==> src/rtl/ps2_interface.sv <==
// Receive-only PS/2 keyboard front end: synchronized frame receiver with timeout,
// two-digit hex seven-segment readout of the last byte, and a power-up delayed reset.
module ps2_interface #(
  parameter int TIMEOUT_CYCLES = 50000,
  parameter int RESET_DELAY    = 1048575
) (
  input  logic       clock,
  input  logic       reset,
  inout  wire        ps2_clock,
  inout  wire        ps2_data,
  output logic [7:0] ps2_key_data,
  output logic       ps2_key_pressed,
  output logic [7:0] ps2_out,
  output logic [6:0] seg_lo,
  output logic [6:0] seg_hi,
  output logic       dly_rst
);

  typedef enum logic [1:0] {IDLE, DATA, PARITY, STOP} state_e;

  localparam int          TW      = $clog2(TIMEOUT_CYCLES + 1);
  localparam logic [TW-1:0] TO_LAST = TW'(TIMEOUT_CYCLES - 1);
  localparam logic [19:0] DLY_MAX = 20'(RESET_DELAY);

  // The pins are open-collector and owned by the keyboard; this block only listens.
  assign ps2_clock = 1'bz;
  assign ps2_data  = 1'bz;

  logic          clk_meta_q, clk_sync_q, clk_prev_q;
  logic          dat_meta_q, dat_sync_q;
  logic          fall_q, bit_q;
  state_e        state_q, state_d;
  logic [2:0]    bit_cnt_q, bit_cnt_d;
  logic [7:0]    shift_q, shift_d;
  logic          parity_q, parity_d;
  logic [TW-1:0] to_q, to_d;
  logic [7:0]    key_q, key_d;
  logic          pressed_q, pressed_d;
  logic [19:0]   dly_q, dly_d;
  logic          timeout;

  // NOTE: every register in this block uses non-blocking assignment so all flops
  // sample the same pre-edge values; blocking here would collapse the synchronizer chain.
  always_ff @(posedge clock) begin
    if (reset) begin
      clk_meta_q <= 1'b1;
      clk_sync_q <= 1'b1;
      clk_prev_q <= 1'b1;
      dat_meta_q <= 1'b1;
      dat_sync_q <= 1'b1;
      fall_q     <= 1'b0;
      bit_q      <= 1'b1;
      state_q    <= IDLE;
      bit_cnt_q  <= '0;
      shift_q    <= '0;
      parity_q   <= 1'b0;
      to_q       <= '0;
      key_q      <= '0;
      pressed_q  <= 1'b0;
      dly_q      <= '0;
    end else begin
      clk_meta_q <= ps2_clock;
      clk_sync_q <= clk_meta_q;
      clk_prev_q <= clk_sync_q;
      dat_meta_q <= ps2_data;
      dat_sync_q <= dat_meta_q;
      // Data is registered alongside the edge so the bit seen matches the edge.
      fall_q     <= clk_prev_q & ~clk_sync_q;
      bit_q      <= dat_sync_q;
      state_q    <= state_d;
      bit_cnt_q  <= bit_cnt_d;
      shift_q    <= shift_d;
      parity_q   <= parity_d;
      to_q       <= to_d;
      key_q      <= key_d;
      pressed_q  <= pressed_d;
      dly_q      <= dly_d;
    end
  end

  assign timeout = (state_q != IDLE) && !fall_q && (to_q == TO_LAST);

  // NOTE: every signal driven here gets a default first, so no path can leave one
  // unassigned and infer a latch.
  always_comb begin
    state_d   = state_q;
    bit_cnt_d = bit_cnt_q;
    shift_d   = shift_q;
    parity_d  = parity_q;
    key_d     = key_q;
    pressed_d = 1'b0;
    to_d      = (state_q == IDLE || fall_q) ? '0 : to_q + TW'(1);

    if (timeout) begin
      state_d = IDLE;
    end else if (fall_q) begin
      unique case (state_q)
        IDLE: begin
          if (!bit_q) begin
            state_d   = DATA;
            bit_cnt_d = '0;
          end
        end
        DATA: begin
          shift_d = {bit_q, shift_q[7:1]};
          if (bit_cnt_q == 3'd7) state_d = PARITY;
          else                   bit_cnt_d = bit_cnt_q + 3'd1;
        end
        PARITY: begin
          parity_d = bit_q;
          state_d  = STOP;
        end
        STOP: begin
          state_d = IDLE;
          if (bit_q && (^{shift_q, parity_q})) begin
            key_d     = shift_q;
            pressed_d = 1'b1;
          end
        end
        default: state_d = IDLE;
      endcase
    end
  end

  assign dly_d   = (dly_q < DLY_MAX) ? dly_q + 20'd1 : dly_q;
  assign dly_rst = (dly_q == DLY_MAX);

  function automatic logic [6:0] hex_seg(input logic [3:0] n);
    logic [6:0] s;
    s = 7'b1111111;
    unique case (n)
      4'h0: s = 7'b1000000;
      4'h1: s = 7'b1111001;
      4'h2: s = 7'b0100100;
      4'h3: s = 7'b0110000;
      4'h4: s = 7'b0011001;
      4'h5: s = 7'b0010010;
      4'h6: s = 7'b0000010;
      4'h7: s = 7'b1111000;
      4'h8: s = 7'b0000000;
      4'h9: s = 7'b0010000;
      4'hA: s = 7'b0001000;
      4'hB: s = 7'b0000011;
      4'hC: s = 7'b1000110;
      4'hD: s = 7'b0100001;
      4'hE: s = 7'b0000110;
      4'hF: s = 7'b0001110;
      default: s = 7'b1111111;
    endcase
    return s;
  endfunction

  assign ps2_key_data    = key_q;
  assign ps2_out         = key_q;
  assign ps2_key_pressed = pressed_q;
  assign seg_lo          = hex_seg(key_q[3:0]);
  assign seg_hi          = hex_seg(key_q[7:4]);

endmodule

==> config.mk <==
export PLATFORM = sky130hd
export DESIGN_NAME = ps2_interface
export DESIGN_NICKNAME = d
export VERILOG_FILES = /design/src/rtl/ps2_interface.sv
export SDC_FILE = /design/constraint.sdc
export NUM_CORES = 1
export LEC_CHECK = 0
export CAP_MARGIN = 20
export CORE_MARGIN = 2
export CORE_UTILIZATION = 51
export CTS_CLUSTER_DIAMETER = 30
export DETAILED_ROUTE_END_ITERATION = 16
export GPL_ROUTABILITY_DRIVEN = 0
export PLACE_DENSITY = 0.85
export SLEW_MARGIN = 5
export SYNTH_ARGS = -nofsm -noshare
export SYNTH_HDL_FRONTEND = slang
export SYNTH_SLANG_ARGS = --single-unit
==> constraint.sdc <==
create_clock -name clock -period 3 [get_ports clock]
set_clock_uncertainty 0.2 [all_clocks]
set_input_delay 0.75 -clock clock [delete_from_list [all_inputs] [get_ports clock]]
set_output_delay 0.75 -clock clock [all_outputs]
set_load 0.05 [all_outputs]
==> results of run 1 <==
[per-stage QoR]
stage          setup WS (ns)  utilization
6_report               0.121        0.621
5_1_grt              0.00665        0.621
4_1_cts               0.0420        0.614
3_5_place_dp          0.0930        0.582
3_3_place_gp           0.202        0.582
2_1_floorplan         0.0933            -
[area by class of cell]
| class | instances | area share |
|---|---|---|
| sequential | 77 | 0.347 |
| inverter | 19 | 0.0160 |
| tap | 99 | 0.0278 |
| clock inverter | 2 | 0.00842 |
| multi-input combinational | 303 | 0.448 |
| clock buffer | 14 | 0.0432 |
| timing repair buffer | 53 | 0.110 |
[metal layers]
| metal | share of wire | up-vias |
|---|---|---|
| met2 | 0.48 | 77 |
| li1 | - | 1510 |
| met3 | 0.046 | 16 |
| met4 | 0.017 | 0 |
| met1 | 0.45 | 1447 |
| met5 | 0 | - |
[timing repair]
action | 4_1_cts | 5_1_grt
gates resized for setup | 1 | 10
pin swaps | 1 | 3
setup endpoints to repair | 1 | 13
setup buffers | 0 | 4
[how the worst min path moves through the flow]
stage | slack (ns) | cells after the start | start | endpoint
floorplan | 0.19 | 1 | dat_meta_q | dat_sync_q
global placement | 0.19 | 1 | dat_meta_q | dat_sync_q
detailed placement | 0.19 | 1 | dat_meta_q | dat_sync_q
CTS | 0.21 | 1 | dat_meta_q | dat_sync_q
global route | 0.23 | 1 | dat_meta_q | dat_sync_q
finish | 0.21 | 1 | dat_meta_q | dat_sync_q
[registers in the layout, indices dropped and copies added (netlist names)]
| signal | cells |
|---|---|
| dly_q | 20 |
| to_q | 16 |
| ps2_key_data | 8 |
| shift_q | 8 |
| seg_hi | 7 |
| seg_lo | 7 |
| bit_cnt_q | 3 |
| state_q | 2 |
| bit_q | 1 |
| dat_meta_q | 1 |
| dat_sync_q | 1 |
| fall_q | 1 |
| parity_q | 1 |
| ps2_key_pressed | 1 |
[power breakdown]
| group | switching [uW] | total [uW] | internal [uW] |
|---|---|---|---|
| Combinational | 63.0 | 95.0 | 32.0 |
| Clock | 370 | 869 | 498 |
| Sequential | 6.73 | 1040 | 1030 |
| Total | 440 | 2000 | 1560 |
[cells in the mapped netlist, types with 2 or more instances]
| library cell | instances | area (sq um) |
|---|---|---|
| or4_1 | 2 | 15.0 |
| mux2_2 | 4 | 45.0 |
| nand2_1 | 38 | 143 |
| inv_1 | 18 | 67.6 |
| mux2i_1 | 20 | 200 |
| o2bb2ai_1 | 4 | 35.0 |
| nand4_1 | 4 | 25.0 |
| nor3b_1 | 2 | 15.0 |
| o21ai_0 | 9 | 45.0 |
| and2_1 | 4 | 25.0 |
| o221ai_1 | 2 | 17.5 |
| nor3_1 | 8 | 40.0 |
| clkbuf_1 | 10 | 37.5 |
| a31oi_1 | 2 | 12.5 |
| o211ai_1 | 2 | 15.0 |
| and4_1 | 3 | 26.3 |
| xnor2_1 | 15 | 131 |
| ha_1 | 20 | 250 |
| nand3_1 | 32 | 160 |
| nand3b_1 | 3 | 22.5 |
| a32o_1 | 2 | 20.0 |
| nor2_1 | 52 | 195 |
| xor2_1 | 19 | 166 |
| buf_4 | 12 | 90.1 |
| o22ai_1 | 2 | 12.5 |
| or3_1 | 2 | 12.5 |
| buf_2 | 4 | 20.0 |
| or2_2 | 4 | 25.0 |
| and3_1 | 6 | 37.5 |
| a21oi_1 | 21 | 105 |
| dfxtp_1 | 77 | 1540 |
[worst max-delay path, delay by kind of cell (launching register included)]
family / cells / cell delay (ns)
DFF: 1 / 0.37
and+or+nand+nor: 4 / 1.05
buffers and inverters: 1 / 0.17
[kinds of logic (layout without fill, tap and decap cells)]
kind of cell	count (synthesis)	after routing	share of synthesized area
buf+inv	47	88	0.0625
compound gates	54	54	0.0926
xor+xnor	35	35	0.0839
flops	77	77	0.412
simple gates	167	167	0.212
other cells	1	2	0.00100
mux	25	25	0.0695
fa+ha+maj	20	20	0.0669
==> flow_summary.ini, run 1 <==
[status]
status = complete, no violations

[timing]
fin_crit_ns = 2.88
finalHoldViolCount = 0
max_freq_mhz = 347
rsz0062_at_grt = no
whs_ns = 0.211
fin_setup_tns_ns = 0
setup-violations-final = 0
slew_violations = 0
worst_pin_slew_ns = 0.565
slew_headroom = 0.622
finalCritPeriodShare = 0.960

[worst_setup_path]
cpMaxStageDelayCell = dfxtp_2
max_stage_delay_ns = 0.37
critPathCaptureType = output port
worst-r2r-cell-count = 10
cp-start-kind = register
r2r_start = shift_q[2]
crit_required_ns = 2.05
path_max_fanout = 4
r2r_end = seg_hi[6]
cp.arrival_ns = 1.93
path_cells = and4_4 > and4_2 > nand4_1 > nor3_4 > buf_12
crit_type = reg2out
crit_path_end = dly_rst
r2r_slack_ns = 0.18
startpoint = dly_q[4]

[clock_tree]
clkTransAtPathRegs_ns = 0.08
cts_tree = built
clkLatencyLatePin_ns = 0.35
root_buffer = clkbuf_8
holdBufCountCts = 0
cts.htree.levels = 3
numCtsBuffers = 9
cts_buffer_depth = 2
numClockSinks = 77

[layout]
finalNetCount = 485
finalNonFillerCells = 567
area_growth_pct = 19.2
diodes = 0
multi_input_area_sq_um = 2000
layout_common_cells = 73 x dfxtp_1, 52 x nor2_1, 38 x nand2_1
regArea_sq_um = 1550
layout-drive-gt1-share = 0.128
layout_commonest_cell = dfxtp_1
final_area_sq_um = 4460
nFillCells = 613

[detailed_routing]
drc = 0
via_count = 3050
antenna_left = 0
dr.pass1.iters = 4
wl_per_cell_microns = 13.1
drt_wl_total_microns = 7400
viasPerCell = 5.38
drtIter0Drc = 135

[global_routing]
track_usage = 0.196
grt_max_degree = 36
use_met1 = 0.246
grt_use_met3 = 0.0457
met2_usage = 0.328
overflow = 0
grt_pass1_wl_microns = 12400
antenna_found_initial = 0
grt_pass1_vias = 2806
grt.busiest_layer = met2

[floorplanning]
die_h_microns = 89.7
start_util = 0.522
die_w_microns = 89.7
pin_count = 36
dieArea_sq_um = 8040
row_count = 31
core_area_sq_um = 7180

[power]
leakagePower_uw = 0.00165
irDropWorstVdd_v = 0.000227
p_total_uw = 2000
powerDensity_nw_per_um2 = 449

[yosys]
ys_types = 54
ys_ff_latch = 77
syn_area_sq_um = 3740
postSynth.asyncResetShare = 0
avgSynthCellArea_sq_um = 8.78
synth_ff_type = dfxtp_1
synth_warnings = 0
synth_edf_count = 0
seq_area_frac_synth = 0.412
synth_cells = 426

[flow_run]
maxCapViolCount = 0

[worst_hold_path]
min_path_type = reg2reg

[placed_design]
dpl.hpwl_microns = 5060
placed_cells = 547
port_buffers = 33
post_dp_cell_area_sq_um = 4170
Power figures use the tool's default switching activity.
==> run 2, diff against run 1 <==
--- a/config.mk
+++ b/config.mk
@@ -6,13 +6,14 @@
 export NUM_CORES = 1
 export LEC_CHECK = 0
 export CAP_MARGIN = 20
+export CORE_ASPECT_RATIO = 0.75
 export CORE_MARGIN = 2
 export CORE_UTILIZATION = 51
 export CTS_CLUSTER_DIAMETER = 30
 export DETAILED_ROUTE_END_ITERATION = 16
 export GPL_ROUTABILITY_DRIVEN = 0
 export PLACE_DENSITY = 0.85
-export SLEW_MARGIN = 5
+export SLEW_MARGIN = 20
 export SYNTH_ARGS = -nofsm -noshare
 export SYNTH_HDL_FRONTEND = slang
 export SYNTH_SLANG_ARGS = --single-unit
==> run 2 against run 1 <==
Effect of this change:
- critical path depth unchanged
- largest power group unchanged
- largest cell class unchanged
- final cell count is 0.18% lower
- wire length is 0.86% higher
- core utilization fell by 1.0 points
- sequential power hardly changed
- design area is 0.90% lower
==> flow_summary.ini, run 2 (synthesized netlist as in run 1, its figures left out) <==
[power]
pwr-share-clk = 0.418
leakagePower_uw = 0.00163
powerDensity_nw_per_um2 = 441
irDropWorstVdd_v = 0.000306
p_comb_frac = 0.049
intPower_uw = 1480
seq_power_share = 0.532
switching_share = 0.242
switching_power_uw = 472

[layout]
regMostFlops = dly_q
layout_commonest_cell = dfxtp_1
reg_top3 = dly_q (20), to_q (16)
diodes = 0
finalNetCount = 482
area_growth_pct = 18.1
nFillCells = 621
largest_reg_flops = 20
layout_common_cells = 76 x dfxtp_1, 52 x nor2_1, 38 x nand2_1
layout-drive-gt1-share = 0.112

[timing]
worst_pin_slew_ns = 0.572
slew_violations = 0
setup-violations-final = 0
finalHoldViolCount = 0
finalCritPeriodShare = 0.963
fin_crit_ns = 2.89
whs_ns = 0.217
fin_setup_tns_ns = 0
max_freq_mhz = 346
slew_headroom = 0.617

[clock_tree]
numClockSinks = 77
clkTransAtPathRegs_ns = 0.08
root_buffer = clkbuf_8
cts_buffer_depth = 2
cts.htree.levels = 3
holdBufCountCts = 0
clkLatencyLatePin_ns = 0.36
cts_tree = built
numCtsBuffers = 9

[floorplanning]
row_count = 27
die_w_microns = 103
start_util = 0.518
die_h_microns = 78.2
pin_count = 36
dieArea_sq_um = 8050
core_area_sq_um = 7230

[detailed_routing]
drc = 0
viasPerCell = 5.33
antenna_left = 0
drt_wl_total_microns = 7470
drtIter0Drc = 200
wl_per_cell_microns = 13.2
dr.pass1.iters = 5
via_count = 3019

[global_routing]
grt_max_degree = 34
antenna_found_initial = 0
grt_pass1_vias = 2991
grt_pass1_wl_microns = 12900
overflow = 0
track_usage = 0.201

[worst_setup_path]
cp.arrival_ns = 1.94
crit_required_ns = 2.05
path_cells = and4_4 > and4_1 > nand4_1 > nor3_4 > buf_12
worst-r2r-cell-count = 11
critPathCaptureType = output port
r2r_end = seg_hi[5]
path_max_fanout = 4
crit_type = reg2out
r2r_slack_ns = 0.20
cpLargestDelayFamily = simple AND/OR/NAND/NOR gates
max_stage_delay_ns = 0.39
r2r_start = shift_q[6]
cpMaxStageDelayCell = dfxtp_1
cp-start-kind = register
critical_path_buf_inv_count = 1

[status]
status = complete, no violations

[worst_hold_path]
holdPathStages = 1
hold_end = dat_sync_q
min_path_type = reg2reg
worstHoldStart = dat_meta_q

[flow_run]
maxCapViolCount = 0

[placed_design]
port_buffers = 33
dpl.hpwl_microns = 5320
==> run 2: cell type report <==
type | instances | area [sq um] | area share
clock buffer | 10 | 138 | 0.0311
clock inverter | 6 | 70.1 | 0.0159
inverter | 19 | 71.3 | 0.0161
multi-input combinational | 303 | 2000 | 0.453
sequential | 77 | 1540 | 0.349
tap | 101 | 126 | 0.0286
timing repair buffer | 50 | 468 | 0.106
==> run 2: power groups by stage <==
stage | clock network [uW] | logic (uW) | registers, uW
detailed placement | 0 | 95.2 | 1060
global placement | 0 | 92.3 | 1060
floorplan | 0 | 56.2 | 1080
CTS | 831 | 95.6 | 1040
global route | 881 | 104 | 1040
finish | 816 | 95.7 | 1040
==> run 2: worst max-delay path by stage <==
stage / from / end / cells after the start
floorplan: shift_q[2] / seg_hi[5] / 12
global route: shift_q[1] / seg_hi[5] / 11
detailed placement: shift_q[6] / seg_lo[5] / 12
global placement: shift_q[1] / seg_lo[5] / 12
CTS: dly_q[3] / dly_rst / 5
finish: dly_q[4] / dly_rst / 5
==> run 2: routing by layer <==
metal  global-route usage  wire length, microns  part of all wire  vias up
met4               0.0697                   108             0.014        0
met2                0.335                  3550              0.48       83
li1                     -                     -                 -     1505
met3               0.0588                   358             0.048       17
met1                0.246                  3450              0.46     1414
met5                    0                     0                 0        -
==> run 2: what timing repair did <==
item	in CTS	in global routing
setup buffers	0	2
setup endpoints to repair	4	13
gates resized for setup	2	4
pin swaps	1	2
==> run 2: through the flow <==
step | setup WS [ns] | instances | utilization | area (sq um) | total power [uW]
6_report | 0.110 | 566 | 0.611 | 4420 | 1950
5_1_grt | -0.00194 | 566 | 0.611 | 4420 | 2030
4_1_cts | 0.0515 | 564 | 0.607 | 4390 | 1970
3_5_place_dp | -0.0271 | 548 | 0.576 | 4170 | 1160
3_3_place_gp | 0.149 | 548 | 0.576 | 4170 | 1150
2_1_floorplan | 0.0933 | 427 | - | 3750 | 1130
==> run 3, diff against run 2 <==
--- a/config.mk
+++ b/config.mk
@@ -13,6 +13,7 @@
 export DETAILED_ROUTE_END_ITERATION = 16
 export GPL_ROUTABILITY_DRIVEN = 0
 export PLACE_DENSITY = 0.85
+export SETUP_SLACK_MARGIN = 0.3
 export SLEW_MARGIN = 20
 export SYNTH_ARGS = -nofsm -noshare
 export SYNTH_HDL_FRONTEND = slang
==> run 3 against run 2 <==
Effect of this change:
- design area is 7.4% higher
- non-clock buffer count up 17
- via count rose by 2.8%
- core utilization grew 4.5 points
- clock power is 15% higher
- register-to-register slack improved by 0.03 ns
- wire length increased by 13%
- final cell count up 2.8%
- first-iteration DRC count rose by 13%
- critical endpoint is now seg_lo[3]
- largest cell class unchanged
==> flow_summary.ini, run 3 (synthesized netlist as in run 1, its figures left out) <==
[timing]
slew_violations = 0
rsz0062_at_grt = yes
max_freq_mhz = 361
setup-violations-final = 0
finalHoldViolCount = 0
whs_ns = 0.229
worst_pin_slew_ns = 0.572
fin_setup_tns_ns = 0
slew_headroom = 0.617
finalCritPeriodShare = 0.923
fin_crit_ns = 2.77

[layout]
area_growth_pct = 26.8
regArea_sq_um = 1560
layout_commonest_cell = dfxtp_1
diodes = 0
multi_input_area_sq_um = 2150
final_util = 0.657
reg_top3 = dly_q (20), to_q (16)
regMostFlops = dly_q
layout_common_cells = 66 x dfxtp_1, 50 x nor2_1, 33 x buf_4
nFillCells = 545
largest_reg_flops = 20
finalNetCount = 499
layout-drive-gt1-share = 0.212

[clock_tree]
clkLatencyLatePin_ns = 0.35
cts_buffer_depth = 2
numClockSinks = 77
numCtsBuffers = 9
cts.htree.levels = 3
root_buffer = clkbuf_8
cts_tree = built
clkTransAtPathRegs_ns = 0.08

[power]
intPower_uw = 1620
switching_power_uw = 460
switching_share = 0.221
powerDensity_nw_per_um2 = 438
leakagePower_uw = 0.00181
p_comb_frac = 0.050
seq_power_share = 0.500
irDropWorstVdd_v = 0.000295
pwr-share-clk = 0.450

[floorplanning]
row_count = 27
die_h_microns = 78.2
die_w_microns = 103
core_area_sq_um = 7230
dieArea_sq_um = 8050
start_util = 0.518
pin_count = 36

[worst_setup_path]
critPathCaptureType = register
path_cells = xor2_4 > xnor2_2 > xnor2_2 > buf_4 > mux2_4 > buf_4 > mux2_4 > nand2_2 > inv_2 > mux2i_1 > mux2i_1
max_stage_delay_ns = 0.38
cp.arrival_ns = 2.81
cp-start-kind = register
path_max_fanout = 8
worst-r2r-cell-count = 11
cpMaxStageDelayCell = mux2_4
crit_type = reg2reg
crit_required_ns = 3.04

[placed_design]
port_buffers = 33
dpl.hpwl_microns = 5380

[global_routing]
grt_max_degree = 23
track_usage = 0.211
grt_pass1_vias = 2958
antenna_found_initial = 0
grt_pass1_wl_microns = 13400
overflow = 0

[detailed_routing]
viasPerCell = 5.33
dr.pass1.iters = 6
antenna_left = 0
wl_per_cell_microns = 14.5
via_count = 3104
drt_wl_total_microns = 8470
drtIter0Drc = 225
drc = 0

[worst_hold_path]
holdPathStages = 1
min_path_type = reg2reg

[flow_run]
maxCapViolCount = 0

[status]
status = complete, no violations
run 3: changes by cell type in the layout (fill, tap and decap cells not counted), moves of 4 or more:
cell / delta
buf_4: +16
dfxtp_1: -10
xnor2_1: -4
xnor2_2: +4
dfxtp_2: +10
nand2_1: -6
nand2_2: +5
run 3: worst paths after layout:
kind / end / startpoint / slack (ns)
setup reg to reg: seg_lo[3] / shift_q[3] / 0.23
hold / removal: dat_sync_q / dat_meta_q / 0.23
hold reg to reg: dat_sync_q / dat_meta_q / 0.23
setup / recovery: seg_lo[3] / shift_q[3] / 0.23
run 3: timing repair:
action / in CTS / in global routing
pin swaps: 9 / 5
resized for setup: 17 / 25
setup buffers: 17 / 4
setup endpoints to repair: 15 / 21
hold buffers: 0 / 0
run 3: worst max-delay path: cells and delay by family (launching register included):
kind                   cells  cell delay, ns
multiplexers               4            0.98
buffers and inverters      3            0.41
AND/OR/NAND/NOR            1            0.10
XOR/XNOR                   3            0.60
flip-flops                 1            0.36
run 3: layout make-up:
cell class	count	area share
clock buffer	9	0.0261
sequential	77	0.328
clock inverter	6	0.0235
timing repair buffer	67	0.129
multi-input combinational	303	0.452
tap	101	0.0266
inverter	19	0.0150
run 3: per-layer routing:
layer	vias up	GRT usage	wire (microns)
met5	-	0	0
met4	0	0.0632	148
met3	18	0.0623	448
met2	102	0.349	4190
met1	1445	0.264	3680
li1	1539	-	-
run 3: power groups by stage:
stage | logic [uW] | registers, uW | clock network, uW
detailed placement | 101 | 1060 | 0
global placement | 99.5 | 1060 | 0
floorplan | 56.7 | 1080 | 0
global route | 112 | 1040 | 990
finish | 104 | 1040 | 936
CTS | 103 | 1040 | 950
run 3: metrics by stage:
stage	total power (uW)	setup WS, ns	cell area [sq um]	cells
after floorplan	1130	0.289	3800	427
after global placement	1160	0.254	4200	546
after detailed placement	1160	0.0687	4200	546
after CTS	2090	0.301	4620	578
after global routing	2140	0.192	4750	582
final	2080	0.232	4750	582
